File: config.mk
export PLATFORM = sky130hd
export DESIGN_NAME = sram_axi_bridge
export DESIGN_NICKNAME = d
export VERILOG_FILES = /design/src/rtl/sram_axi_bridge_pkg.sv /design/src/rtl/sram_axi_bridge.sv
export SDC_FILE = /design/constraint.sdc
export NUM_CORES = 1
export LEC_CHECK = 0
export CAP_MARGIN = 20
export CORE_AREA = 2 2 158 160
export CTS_CLUSTER_SIZE = 10
export DETAILED_ROUTE_END_ITERATION = 16
export DIE_AREA = 0 0 160 162
export HOLD_SLACK_MARGIN = 0.08
export SYNTH_ARGS = -nofsm -noshare
export SYNTH_HDL_FRONTEND = slang
export SYNTH_SLANG_ARGS = --single-unit
export TNS_END_PERCENT = 100
File: constraint.sdc
create_clock -name clk -period 2.4 [get_ports clk]
set_input_delay 0.48 -clock clk [delete_from_list [all_inputs] [get_ports clk]]
set_output_delay 0.48 -clock clk [all_outputs]
set_load 0.005 [all_outputs]
File: src/rtl/sram_axi_bridge_pkg.sv
// Shared types and constants for the sram-like to AXI3 bridge.
// Holds the read/write FSM state encodings, the request latch payloads,
// the fixed AXI sideband values and the size/offset-to-byte-strobe helper.
package sram_axi_bridge_pkg;

    localparam int unsigned ADDR_W = 32;
    localparam int unsigned DATA_W = 32;
    localparam int unsigned ID_W   = 4;
    localparam int unsigned STRB_W = 4;

    typedef enum logic [1:0] {
        R_IDLE = 2'd0,
        R_AR   = 2'd1,
        R_R    = 2'd2
    } rd_state_t;

    typedef enum logic [1:0] {
        W_IDLE = 2'd0,
        W_REQ  = 2'd1,
        W_B    = 2'd2
    } wr_state_t;

    // Latched read request; src_data selects which port gets the response.
    typedef struct packed {
        logic              src_data;
        logic [ADDR_W-1:0] addr;
        logic [1:0]        size;
    } rd_req_t;

    // Latched data-port write request.
    typedef struct packed {
        logic [ADDR_W-1:0] addr;
        logic [1:0]        size;
        logic [DATA_W-1:0] wdata;
    } wr_req_t;

    // Single-beat incrementing transfers with no lock/cache/prot attributes.
    localparam logic [3:0] AXI_LEN   = 4'd0;
    localparam logic [1:0] AXI_BURST = 2'b01;
    localparam logic [1:0] AXI_LOCK  = 2'b00;
    localparam logic [3:0] AXI_CACHE = 4'b0000;
    localparam logic [2:0] AXI_PROT  = 3'b000;
    localparam logic       AXI_WLAST = 1'b1;

    // Byte lanes touched by a write of the given size at the given byte offset.
    function automatic logic [STRB_W-1:0] size_to_wstrb(input logic [1:0] size,
                                                        input logic [1:0] offset);
        logic [STRB_W-1:0] strb;
        case (size)
            2'd0:    strb = 4'b0001 << offset;
            2'd1:    strb = offset[1] ? 4'b1100 : 4'b0011;
            default: strb = 4'b1111;
        endcase
        return strb;
    endfunction

endpackage

File: src/rtl/sram_axi_bridge.sv
// Bridges an instruction and a data sram-like port onto one AXI3 master.
// Ports:
//   clk, rst                      clock, synchronous active-high reset
//   inst_* / data_* request       sram-like requests (req, wr, size, addr, wdata)
//   inst_* / data_* response      rdata, addr_ok (same-cycle accept), data_ok
//   ar*/r*                        AXI read address / read data channels
//   aw*/w*/b*                     AXI write address / write data / response channels
// Reads (either port) share one read FSM; data writes use an independent write
// FSM. Data-port requests are serialised so data_data_ok stays in order.
module sram_axi_bridge
    import sram_axi_bridge_pkg::*;
#(
    parameter logic [3:0] INST_ID = 4'd0,
    parameter logic [3:0] DATA_ID = 4'd1
) (
    input  logic        clk,
    input  logic        rst,
    // instruction sram-like port
    input  logic        inst_req,
    input  logic        inst_wr,
    input  logic [1:0]  inst_size,
    input  logic [31:0] inst_addr,
    input  logic [31:0] inst_wdata,
    output logic [31:0] inst_rdata,
    output logic        inst_addr_ok,
    output logic        inst_data_ok,
    // data sram-like port
    input  logic        data_req,
    input  logic        data_wr,
    input  logic [1:0]  data_size,
    input  logic [31:0] data_addr,
    input  logic [31:0] data_wdata,
    output logic [31:0] data_rdata,
    output logic        data_addr_ok,
    output logic        data_data_ok,
    // AXI read address
    output logic [3:0]  arid,
    output logic [31:0] araddr,
    output logic [3:0]  arlen,
    output logic [2:0]  arsize,
    output logic [1:0]  arburst,
    output logic [1:0]  arlock,
    output logic [3:0]  arcache,
    output logic [2:0]  arprot,
    output logic        arvalid,
    input  logic        arready,
    // AXI read data
    input  logic [3:0]  rid,
    input  logic [31:0] rdata,
    input  logic [1:0]  rresp,
    input  logic        rlast,
    input  logic        rvalid,
    output logic        rready,
    // AXI write address
    output logic [3:0]  awid,
    output logic [31:0] awaddr,
    output logic [3:0]  awlen,
    output logic [2:0]  awsize,
    output logic [1:0]  awburst,
    output logic [1:0]  awlock,
    output logic [3:0]  awcache,
    output logic [2:0]  awprot,
    output logic        awvalid,
    input  logic        awready,
    // AXI write data
    output logic [3:0]  wid,
    output logic [31:0] wdata,
    output logic [3:0]  wstrb,
    output logic        wlast,
    output logic        wvalid,
    input  logic        wready,
    // AXI write response
    input  logic [3:0]  bid,
    input  logic [1:0]  bresp,
    input  logic        bvalid,
    output logic        bready
);

    rd_state_t r_state, r_state_next;
    wr_state_t w_state, w_state_next;
    logic      aw_pend, aw_pend_next;
    logic      w_pend, w_pend_next;
    rd_req_t   r_req;
    wr_req_t   w_req;

    logic data_rd_busy;
    logic data_rd_acc;
    logic data_wr_acc;
    logic inst_rd_acc;

    // Single-beat responses carry no information beyond completion; errors are ignored.
    logic unused_inputs;
    assign unused_inputs = ^{rid, rresp, rlast, bid, bresp, inst_wdata};

    // State registers for both FSMs and the AW/W pending flags.
    always_ff @(posedge clk) begin
        if (rst) begin
            r_state <= R_IDLE;
            w_state <= W_IDLE;
            aw_pend <= 1'b0;
            w_pend  <= 1'b0;
        end else begin
            r_state <= r_state_next;
            w_state <= w_state_next;
            aw_pend <= aw_pend_next;
            w_pend  <= w_pend_next;
        end
    end

    // Request latches, loaded on acceptance.
    always_ff @(posedge clk) begin
        if (rst) begin
            r_req <= '0;
            w_req <= '0;
        end else begin
            if (data_rd_acc) begin
                r_req <= '{src_data: 1'b1, addr: data_addr, size: data_size};
            end else if (inst_rd_acc) begin
                r_req <= '{src_data: 1'b0, addr: inst_addr, size: inst_size};
            end
            if (data_wr_acc) begin
                w_req <= '{addr: data_addr, size: data_size, wdata: data_wdata};
            end
        end
    end

    // Acceptance arbitration and next-state logic for both FSMs.
    always_comb begin
        r_state_next = r_state;
        w_state_next = w_state;
        aw_pend_next = aw_pend;
        w_pend_next  = w_pend;
        inst_data_ok = 1'b0;
        data_data_ok = 1'b0;

        // Any data transaction in flight blocks a new data request of either kind.
        data_rd_busy = (r_state != R_IDLE) && r_req.src_data;
        data_rd_acc  = !rst && (r_state == R_IDLE) && (w_state == W_IDLE)
                       && data_req && !data_wr;
        data_wr_acc  = !rst && (w_state == W_IDLE) && !data_rd_busy
                       && data_req && data_wr;
        // Inst reads yield to a data read only when that data read is actually taken.
        inst_rd_acc  = !rst && (r_state == R_IDLE) && inst_req && !inst_wr && !data_rd_acc;

        case (r_state)
            R_IDLE: begin
                if (data_rd_acc || inst_rd_acc) begin
                    r_state_next = R_AR;
                end
            end
            R_AR: begin
                if (arready) begin
                    r_state_next = R_R;
                end
            end
            R_R: begin
                if (rvalid) begin
                    r_state_next = R_IDLE;
                    if (r_req.src_data) begin
                        data_data_ok = !rst;
                    end else begin
                        inst_data_ok = !rst;
                    end
                end
            end
            default: r_state_next = R_IDLE;
        endcase

        case (w_state)
            W_IDLE: begin
                if (data_wr_acc) begin
                    w_state_next = W_REQ;
                    aw_pend_next = 1'b1;
                    w_pend_next  = 1'b1;
                end
            end
            W_REQ: begin
                // AW and W complete independently; move on once both are done.
                if (awready) begin
                    aw_pend_next = 1'b0;
                end
                if (wready) begin
                    w_pend_next = 1'b0;
                end
                if (!aw_pend_next && !w_pend_next) begin
                    w_state_next = W_B;
                end
            end
            W_B: begin
                if (bvalid) begin
                    w_state_next = W_IDLE;
                    data_data_ok = !rst;
                end
            end
            default: w_state_next = W_IDLE;
        endcase
    end

    assign inst_addr_ok = inst_rd_acc;
    assign data_addr_ok = data_rd_acc || data_wr_acc;
    assign inst_rdata   = rdata;
    assign data_rdata   = rdata;

    assign arid    = r_req.src_data ? DATA_ID : INST_ID;
    assign araddr  = r_req.addr;
    assign arlen   = AXI_LEN;
    assign arsize  = {1'b0, r_req.size};
    assign arburst = AXI_BURST;
    assign arlock  = AXI_LOCK;
    assign arcache = AXI_CACHE;
    assign arprot  = AXI_PROT;
    assign arvalid = (r_state == R_AR);
    assign rready  = (r_state == R_R);

    assign awid    = DATA_ID;
    assign awaddr  = w_req.addr;
    assign awlen   = AXI_LEN;
    assign awsize  = {1'b0, w_req.size};
    assign awburst = AXI_BURST;
    assign awlock  = AXI_LOCK;
    assign awcache = AXI_CACHE;
    assign awprot  = AXI_PROT;
    assign awvalid = aw_pend;

    assign wid     = DATA_ID;
    assign wdata   = w_req.wdata;
    assign wstrb   = size_to_wstrb(w_req.size, w_req.addr[1:0]);
    assign wlast   = AXI_WLAST;
    assign wvalid  = w_pend;
    assign bready  = (w_state == W_B);

endmodule

==> results_dict.tcl <==
set metrics [dict create \
    power.switching_mw 1.11 \
    hold_viol 0 \
    yosys.area_share.simple 0.165 \
    synth_fa_ha_area_frac 0 \
    cellLeakagePower_nw 2.57 \
    timing.hold.worst_path_depth 2 \
    powerDensity_mw_per_mm2 601 \
    drive_gt1_frac 0.0649 \
    cell_rows 57 \
    fin_crit_share 0.974 \
    final_net_count 907 \
    grt.overflow.total 0 \
    endpoint_kind "output port" \
    synthesized_flop_and_latch_total 107 \
    vias_per_cell 4.00 \
    antenna_diode_count 0 \
    synthTopCellsByArea "sky130_fd_sc_hd__dfxtp_1 (45%), sky130_fd_sc_hd__buf_4 (17%), sky130_fd_sc_hd__nand2_1 (11%)" \
    drt_drc_violations_left 0 \
    floorplan.core_area_sq_mm 0.0241 \
    worst_clock_skew_ps 9.64 \
    max_stage_delay_ps 490 \
    starting_density_of_the_core 0.197 \
    worstPathMaxFanout 3 \
    slew_viol_final 0 \
    detail_route.first_pass.iterations 6 \
    dieArea_sq_mm 0.0259 \
    max_cap_violations 0 \
    floorplan.io_pins 410 \
    outcome "completed" \
    critPathSlowestCell "sky130_fd_sc_hd__or4b_4" \
    critical_path.reg2reg.endpoint "araddr[28]$_SDFFE_PP0P_" \
    setup.reg_to_reg.worst_slack_ps 430 \
    depth_of_the_worst_register_to_register_path 6 \
    die_height_um 162 \
    synthCells 568 \
    area_growth_syn_to_layout_pct 49.4 \
    max_clock_freq_mhz 428 \
    internal_power_mw 3.15 \
    yosys-mux-area-fraction 0.00211 \
    yosys_warnings 0 \
    cts.hold.buffers_added 0 \
    clock_sink_count 107 \
    cp-start-kind "input pin" \
    crit_arrival_ps 1860 \
    finalPower_mw 4.26 \
    final-setup-viol-count 0 \
    cp_data_required_time_ps 1920 \
    max-vdd-ir-drop_v 0.000336 \
    syn_avg_cell_area_sq_um 8.34 \
    yosys.area.top_type_share 0.452 \
    fp.dieW_um 160 \
    synthXorXnorAreaFrac 0 \
    crit_chain "clkdlybuf4s50_1 -> or4b_4 -> nor3b_4 -> clkdlybuf4s15_1" \
    antenna_found_initial 0 \
    totalWireLength_mm 15.6 \
    number_of_distinct_library_cells_after_synthesis 31 \
    global_route.usage.total 0.116 \
    clk_path_buf_depth 2 \
    ant_nets 0 \
    rsz0062_at_grt "no" \
    placement.cell_area_sq_mm 0.00677 \
    min-delay-start "awaddr[29]$_SDFFE_PP0P_" \
    synth_area_sq_mm 0.00474 \
    worstSkewPairLatency_ps 360 \
    port_buffers 224 \
    dp.final_hpwl_mm 11.3 \
    first_global_vias 4057 \
    drt-wirelength-per-cell_um 14.9 \
    grt_max_degree 97 \
    share_comb_of_total_power 0.171 \
    synth.yosys.seq_area_share 0.452 \
    critPathKind "in2out" \
    synth_top_family_by_area "buffers and inverters" \
    cts_root_buffer "sky130_fd_sc_hd__clkbuf_16" \
    period_needed_ps 2340 \
    power_switching_share 0.260 \
    number_of_vias_after_detailed_routing 4194 \
    post-synth-top-area-cell "sky130_fd_sc_hd__dfxtp_1" \
    stdcell_area_sq_mm 0.00708 \
    routabilityCongestion 0.717 \
    cts-buffers-inserted 9 \
    synth-compound-area-share 0.165 \
    holdCritPathClass "reg2reg" \
    clkPwrFrac 0.374 \
    tritoncts_clock_tree "yes" \
    wire_length_of_the_first_global_routing_pass_mm 23.2 \
    cts-htree-levels 3 \
    worstReg2RegStart "w_state[1]$_SDFFE_PP0P_" \
    detailedRoute.firstIterationViolations 234 \
    power_frac_seq 0.455 \
    clk_pin_slew_ps 70 \
    timing.hold.worst_endpoint "awaddr[29]$_SDFFE_PP0P_" \
]
==> state kept, by name, summed over array words and instances (netlist names) <==
register	cells
wdata	32
awsize	2
arsize	2
awvalid	1
w_state	2
r_state	2
r_req	1
araddr	32
wvalid	1
awaddr	32
==> layer usage <==
layer / track usage / up-vias / wire [um] / part of all wire
met3: 0.0355 / 42 / 1230 / 0.079
met4: 0.0569 / 0 / 500 / 0.032
met2: 0.199 / 197 / 7500 / 0.48
met1: 0.132 / 1890 / 6330 / 0.41
met5: 0 / - / 0 / 0
li1: - / 2065 / - / -
==> power groups by stage <==
stage	Sequential [mW]	Combinational (mW)	Clock, mW
6_report	1.93	0.727	1.59
5_1_grt	1.95	0.791	1.73
4_1_cts	1.94	0.740	1.68
3_5_place_dp	1.98	0.738	0
3_3_place_gp	1.97	0.735	0
2_1_floorplan	1.98	0.365	0
==> worst max-delay path by stage <==
| stage | from | endpoint | slack (ps) | depth (start not counted) |
|---|---|---|---|---|
| 6_report | data_req | inst_addr_ok | 60 | 4 |
| 5_1_grt | data_req | inst_addr_ok | 10 | 4 |
| 4_1_cts | data_req | data_addr_ok | 30 | 5 |
| 3_5_place_dp | data_req | data_addr_ok | -260 | 5 |
| 3_3_place_gp | data_req | data_addr_ok | -300 | 5 |
| 2_1_floorplan | rst | inst_addr_ok | 350 | 4 |
==> cells by family (layout without fill, tap and decap cells) <==
family	count (synthesis)	in the layout
other	2	44
AO/OA/AOI/OAI	117	117
flip-flops	107	107
AND/OR/NAND/NOR	191	191
buffers and inverters	150	264
multiplexers	1	1
==> cell type report <==
type,instances,area [sq um]
Tap cell,324,405
Fill cell,2590,17000
Sequential cell,107,2140
Inverter,5,18.8
Timing Repair Buffer,243,2450
Multi-Input combinational cell,353,1760
Clock inverter,7,82.6
Clock buffer,9,225
==> stage by stage <==
step,hold slack (ps),setup slack [ps],cells,utilization,setup TNS [ps]
2_1_floorplan,448,354,610,-,0
3_3_place_gp,437,-298,1032,0.281,-4740
3_5_place_dp,447,-259,1032,0.281,-3900
4_1_cts,461,27.9,1048,0.294,0
5_1_grt,477,12.2,1048,0.294,0
6_report,456,62.9,1048,0.294,0
==> critical path, delay by kind of cell <==
kind / cells / cell delay (ps)
AND/OR/NAND/NOR: 2 / 680
buffers and inverters: 2 / 690
==> cells in the mapped netlist <==
cell type,instances
sky130_fd_sc_hd__buf_2,12
sky130_fd_sc_hd__nor4b_1,1
sky130_fd_sc_hd__nor2_1,38
sky130_fd_sc_hd__nand2b_1,3
sky130_fd_sc_hd__a21o_1,3
sky130_fd_sc_hd__o21bai_1,2
sky130_fd_sc_hd__nor3_1,2
sky130_fd_sc_hd__or4b_4,1
sky130_fd_sc_hd__nand2_1,135
sky130_fd_sc_hd__and3_1,1
sky130_fd_sc_hd__a21oi_1,6
sky130_fd_sc_hd__or2_2,2
sky130_fd_sc_hd__or3_4,1
sky130_fd_sc_hd__dfxtp_1,107
sky130_fd_sc_hd__conb_1,2
sky130_fd_sc_hd__buf_4,109
sky130_fd_sc_hd__nor2_2,1
sky130_fd_sc_hd__o31ai_1,1
sky130_fd_sc_hd__o22ai_1,1
sky130_fd_sc_hd__inv_1,5
sky130_fd_sc_hd__a222oi_1,33
sky130_fd_sc_hd__a22oi_1,2
sky130_fd_sc_hd__and2b_1,1
sky130_fd_sc_hd__nor2b_1,4
sky130_fd_sc_hd__a31o_2,1
sky130_fd_sc_hd__nor3b_2,1
sky130_fd_sc_hd__o21ai_0,67
sky130_fd_sc_hd__mux2i_1,1
sky130_fd_sc_hd__clkbuf_1,20
sky130_fd_sc_hd__buf_6,4
sky130_fd_sc_hd__a32oi_1,1
==> what timing repair did <==
action | in CTS | in global routing
gates resized for setup | 4 | 2
buffers inserted | 0 | 0
cloned | 0 | 0
setup endpoints to repair | 2 | 2
==> cells in the final DEF, fill, tap and decap left out, types with 6 or more instances in the layout <==
cell	count
sky130_fd_sc_hd__clkdlybuf4s50_1	221
sky130_fd_sc_hd__buf_12	6
sky130_fd_sc_hd__a21oi_1	6
sky130_fd_sc_hd__clkbuf_16	9
sky130_fd_sc_hd__nand2_1	135
sky130_fd_sc_hd__nor2_1	38
sky130_fd_sc_hd__dfxtp_1	107
sky130_fd_sc_hd__buf_4	13
sky130_fd_sc_hd__conb_1	44
sky130_fd_sc_hd__o21ai_0	67
sky130_fd_sc_hd__a222oi_1	33
Power figures use the tool's default switching activity.
==> patch 1: new RTL, same settings <==
Reset style: asynchronous (`rst`), changed in 2 clocked blocks. Comments in the files are not updated.
--- a/src/rtl/sram_axi_bridge.sv
+++ b/src/rtl/sram_axi_bridge.sv
@@ -93,7 +93,7 @@
     assign unused_inputs = ^{rid, rresp, rlast, bid, bresp, inst_wdata};
 
     // State registers for both FSMs and the AW/W pending flags.
-    always_ff @(posedge clk) begin
+    always_ff @(posedge clk or posedge rst) begin
         if (rst) begin
             r_state <= R_IDLE;
             w_state <= W_IDLE;
@@ -108,7 +108,7 @@
     end
 
     // Request latches, loaded on acceptance.
-    always_ff @(posedge clk) begin
+    always_ff @(posedge clk or posedge rst) begin
         if (rst) begin
             r_req <= '0;
             w_req <= '0;
Formal check against the unedited RTL: differs if rst is asserted again (counterexample within 4 cycles, from zero or initial values and one cycle with rst high); with rst held inactive, the same outputs for 4 cycles.
==> patch 1 against the original RTL <==
  * Sequential cell count did not move
  * Final cell count fell by 6.2%
  * Cell area rose by 10%
  * First-iteration DRC count fell by 9.8%
  * Setup slack better by 2.6 ps
  * Count of clock-buffer cells in the layout grew 2
  * Area after synthesis grew 14%
  * Highest routed layer unchanged
  * Synthesized cell count shrank 12%
  * Critical path depth did not move
  * Largest cell class is now sequential cells
  * Routed wire length grew 5.3%
  * Utilization up 3.0 points
Power is not compared: it rests on default switching activity, and its combinational part moved more than twofold at a synthesized area within 25%.
==> patch 1: results (changes against the original RTL) <==
register area 0.002679 mm^2 (was 0.002142 mm^2); Crit Path Max Fanout 2 (was 3); clock buffer count from CTS 9 (unchanged); Inverters 9 (was 5); synth cell count leaders 108 x buf_4, 107 x dfrtp_1, 59 x mux2_2, 38 x o21ai_0, 35 x nor3_1 (was 135 x nand2_1, 109 x buf_4, 107 x dfxtp_1, 67 x o21ai_0, 38 x nor2_1); Distinct cells, synth 33 (was 31); placer congestion estimate 0.7160 (was 0.7172); drt pass-1 iters 4 (was 6); Hold Crit Start wdata[13] (was awaddr[29]); Final Skew 10.43 ps (was 9.637 ps); Seq/Total Area, Yosys 0.4940 (was 0.4521); Routed WL per cell 16.67 um (was 14.85 um); r2r startpoint w_state[1] (unchanged); Min Hold Slack 506.5 ps (was 455.7 ps); layout cells sized above 1 0.1730 (was 0.06492); met3 wire len 1298 um (was 1231 um); Reg2Reg Capture Point wdata[10] (was araddr[28]); met3 usage in global routing 0.03933 (was 0.03550); GR Util All Layers 0.1236 (was 0.1161); met1 Track Usage GR 0.1530 (was 0.1316); Fill cells 2522 (was 2590); cell count after synthesis 500 (was 568); Placed Cells incl. Taps 966 (was 1032); Multi-input gate area 0.001933 mm^2 (was 0.001755 mm^2); WL met1 6963 um (was 6330 um); Area contributors post-synth dfrtp_1 49%, buf_4 15%, mux2_2 12%, a31oi_1 3.9%, o21ai_0 3.5% (was dfxtp_1 45%, buf_4 17%, nand2_1 11%, o21ai_0 7.1%, a222oi_1 7.0%); outcome finished, final reports clean (unchanged); WL met2 7698 um (was 7501 um); max incr delay on CP 470 ps (was 490 ps); Layout area overhead 43.84% (was 49.41%); largest net degree at the start of global routing 142 (was 97); routed via count 4210 (was 4194); Finished Layout Cells 983 (was 1048); Design Power 8.648 mW; Top Layer Used met4 (unchanged); Reg2Reg Setup Slack 190 ps (was 430 ps); setup bufs post-CTS 1 (was 0); vias in the first global route 4363 (was 4057); ys async rst share 1.000 (was 0); Final Net Count 842 (was 907); Leakage 3.157 nW; drt initial violations 211 (was 234); Top FF cell, synth dfrtp_1 (was dfxtp_1); post-detail-place hpwl 11490 um (was 11300 um); buffer share of cell area 0.3131 (was 0.3461); Hold Crit Depth 1 (was 2); CTS root buf clkbuf_16 (unchanged); met2 Track Usage GR 0.2019 (was 0.1993); DP Worst Slack -452.7 ps (was -258.6 ps); hold path endpoint wdata[13] (was awaddr[29]); first-pass GRT wire length 24900 um (was 23230 um); post-cts sizing count 9 (was 4); clock network area share 0.03836 (was 0.04348)
==> patch 1: changes by cell type after synthesis, moves of 33 or more <==
| cell | delta |
|---|---|
| a31oi_1 | +34 |
| mux2_2 | +59 |
| nor3_1 | +33 |
| dfxtp_1 | -107 |
| dfrtp_1 | +107 |
| a222oi_1 | -33 |
| nand3_1 | +34 |
| nand2_1 | -133 |
==> patch 1: worst max path at each step <==
| stage | startpoint | to | slack, ps | cells past startpoint |
|---|---|---|---|---|
| after floorplan | rst | araddr[18] | 260 | 5 |
| after global placement | data_req | inst_addr_ok | -480 | 6 |
| after detailed placement | data_req | inst_addr_ok | -450 | 6 |
| after CTS | data_req | data_addr_ok | 10 | 4 |
| after global routing | r_state[1] | inst_data_ok | 9 | 4 |
| final | data_req | data_addr_ok | 70 | 4 |
==> patch 1: cell families after synthesis <==
| kind of cell | share of synthesized area |
|---|---|
| mux | 0.1420 |
| other cells | 0.001386 |
| compound gates | 0.09118 |
| flops | 0.4940 |
| simple gates | 0.08680 |
| buf+inv | 0.1847 |
==> patch 2: new RTL, same flow settings <==
Without the edit above. Re-encode `wr_state_t` (3 states) as one-hot, 3 bits wide.
--- a/src/rtl/sram_axi_bridge_pkg.sv
+++ b/src/rtl/sram_axi_bridge_pkg.sv
@@ -14,10 +14,10 @@
         R_R    = 2'd2
     } rd_state_t;
 
-    typedef enum logic [1:0] {
-        W_IDLE = 2'd0,
-        W_REQ  = 2'd1,
-        W_B    = 2'd2
+    typedef enum logic [2:0] {
+        W_IDLE = 3'b001,
+        W_REQ  = 3'b010,
+        W_B    = 3'b100
     } wr_state_t;
 
     // Latched read request; src_data selects which port gets the response.
Behaviour: same outputs for any inputs over 4 cycles, from zero or initial values and one cycle with rst high; so few cycles prove little.
==> patch 2 against the original RTL <==
  * Fmax increased by 2.8%
  * Combinational power increased by 38%
  * Total power increased by 4.7%
  * Non-clock buffer count increased by 11
  * Die area unchanged
  * Area after synthesis increased by 29%
  * Setup slack improved by 63 ps
  * Sequential cell count increased by 1
  * Critical path depth unchanged
  * Routed wire length increased by 32%
  * Cell area increased by 20%
==> patch 2: results (changes against the original RTL) <==
non-clock buffer count 254 (was 243); largest net degree at the start of global routing 195 (was 97); drt initial violations 295 (was 234); Routed WL per cell 18.23 um (was 14.85 um); layout cells sized above 1 0.1029 (was 0.06492); Seq/Total Area, Yosys 0.3534 (was 0.4521); Worst path slowest cell or4_4 (was or4b_4); GR Util All Layers 0.1535 (was 0.1161); buffer share of cell area 0.3035 (was 0.3461); final wirelength 20620 um (was 15570 um); synth cell count leaders 135 x nand2b_1, 114 x buf_4, 108 x dfxtp_1, 66 x mux2i_1, 45 x clkbuf_1 (was 135 x nand2_1, 109 x buf_4, 107 x dfxtp_1, 67 x o21ai_0, 38 x nor2_1); outcome finished, final reports clean (unchanged); drt pass-1 iters 4 (was 6); multi-input logic portion of the cell area 0.3583 (was 0.2480); Final Net Count 990 (was 907); mux contribution to synthesized area 0.1080 (was 0.002112); clock network area share 0.03327 (was 0.04348); Net Sw Frac 0.2836 (was 0.2602); vias in the first global route 4889 (was 4057); Synth Area in Compound Gates 0.1270 (was 0.1645); Crit Path Max Fanout 2 (was 3); Placed Cells incl. Taps 1114 (was 1032); worst IR drop on VDD 347.0 uV (was 336.4 uV); Final Skew 12.78 ps (was 9.637 ps); DP Area 0.008175 mm^2 (was 0.006774 mm^2); # clock sinks 108 (was 107); post-cts sizing count 8 (was 4); Sw Pwr 1.264 mW (was 1.107 mW); Largest delay share family, worst path simple AND/OR/NAND/NOR gates (was buffers and inverters); post-detail-place hpwl 14730 um (was 11300 um); clock network power share 0.336 (was 0.374); Fill cells 2520 (was 2590); Distinct cells, synth 37 (was 31); clock buffers 10 (was 9); first-pass GRT wire length 30550 um (was 23230 um); routed via count 5111 (was 4194)
## patch 2: changes by cell type in the layout (fill, tap and decap cells not counted), sizes merged, moves of 3 or more
cell / unedited run / this run
mux2i: 1 / 66
nor4: 0 / 34
nand2b: 3 / 135
dlygate4sd2: 0 / 3
a311oi: 0 / 34
nand4: 0 / 34
a222oi: 33 / 0
nand2: 135 / 1
buf: 20 / 31
o21ai: 67 / 37
nor2: 39 / 5
## patch 2: layer usage
metal / up-vias / share of wire / track usage
li1: 2460 / - / -
met1: 2358 / 0.42 / 0.1943
met2: 235 / 0.47 / 0.2491
met3: 58 / 0.079 / 0.04162
met4: 0 / 0.032 / 0.06102
met5: - / 0 / 0
## patch 2: worst paths after layout
check / slack, ps / to / start
hold / removal: 470 / wdata[8] / wdata[8]
setup / recovery: 130 / inst_addr_ok / r_state[0]
hold reg to reg: 470 / wdata[8] / wdata[8]
setup reg to reg: 600 / araddr[21] / r_state[1]
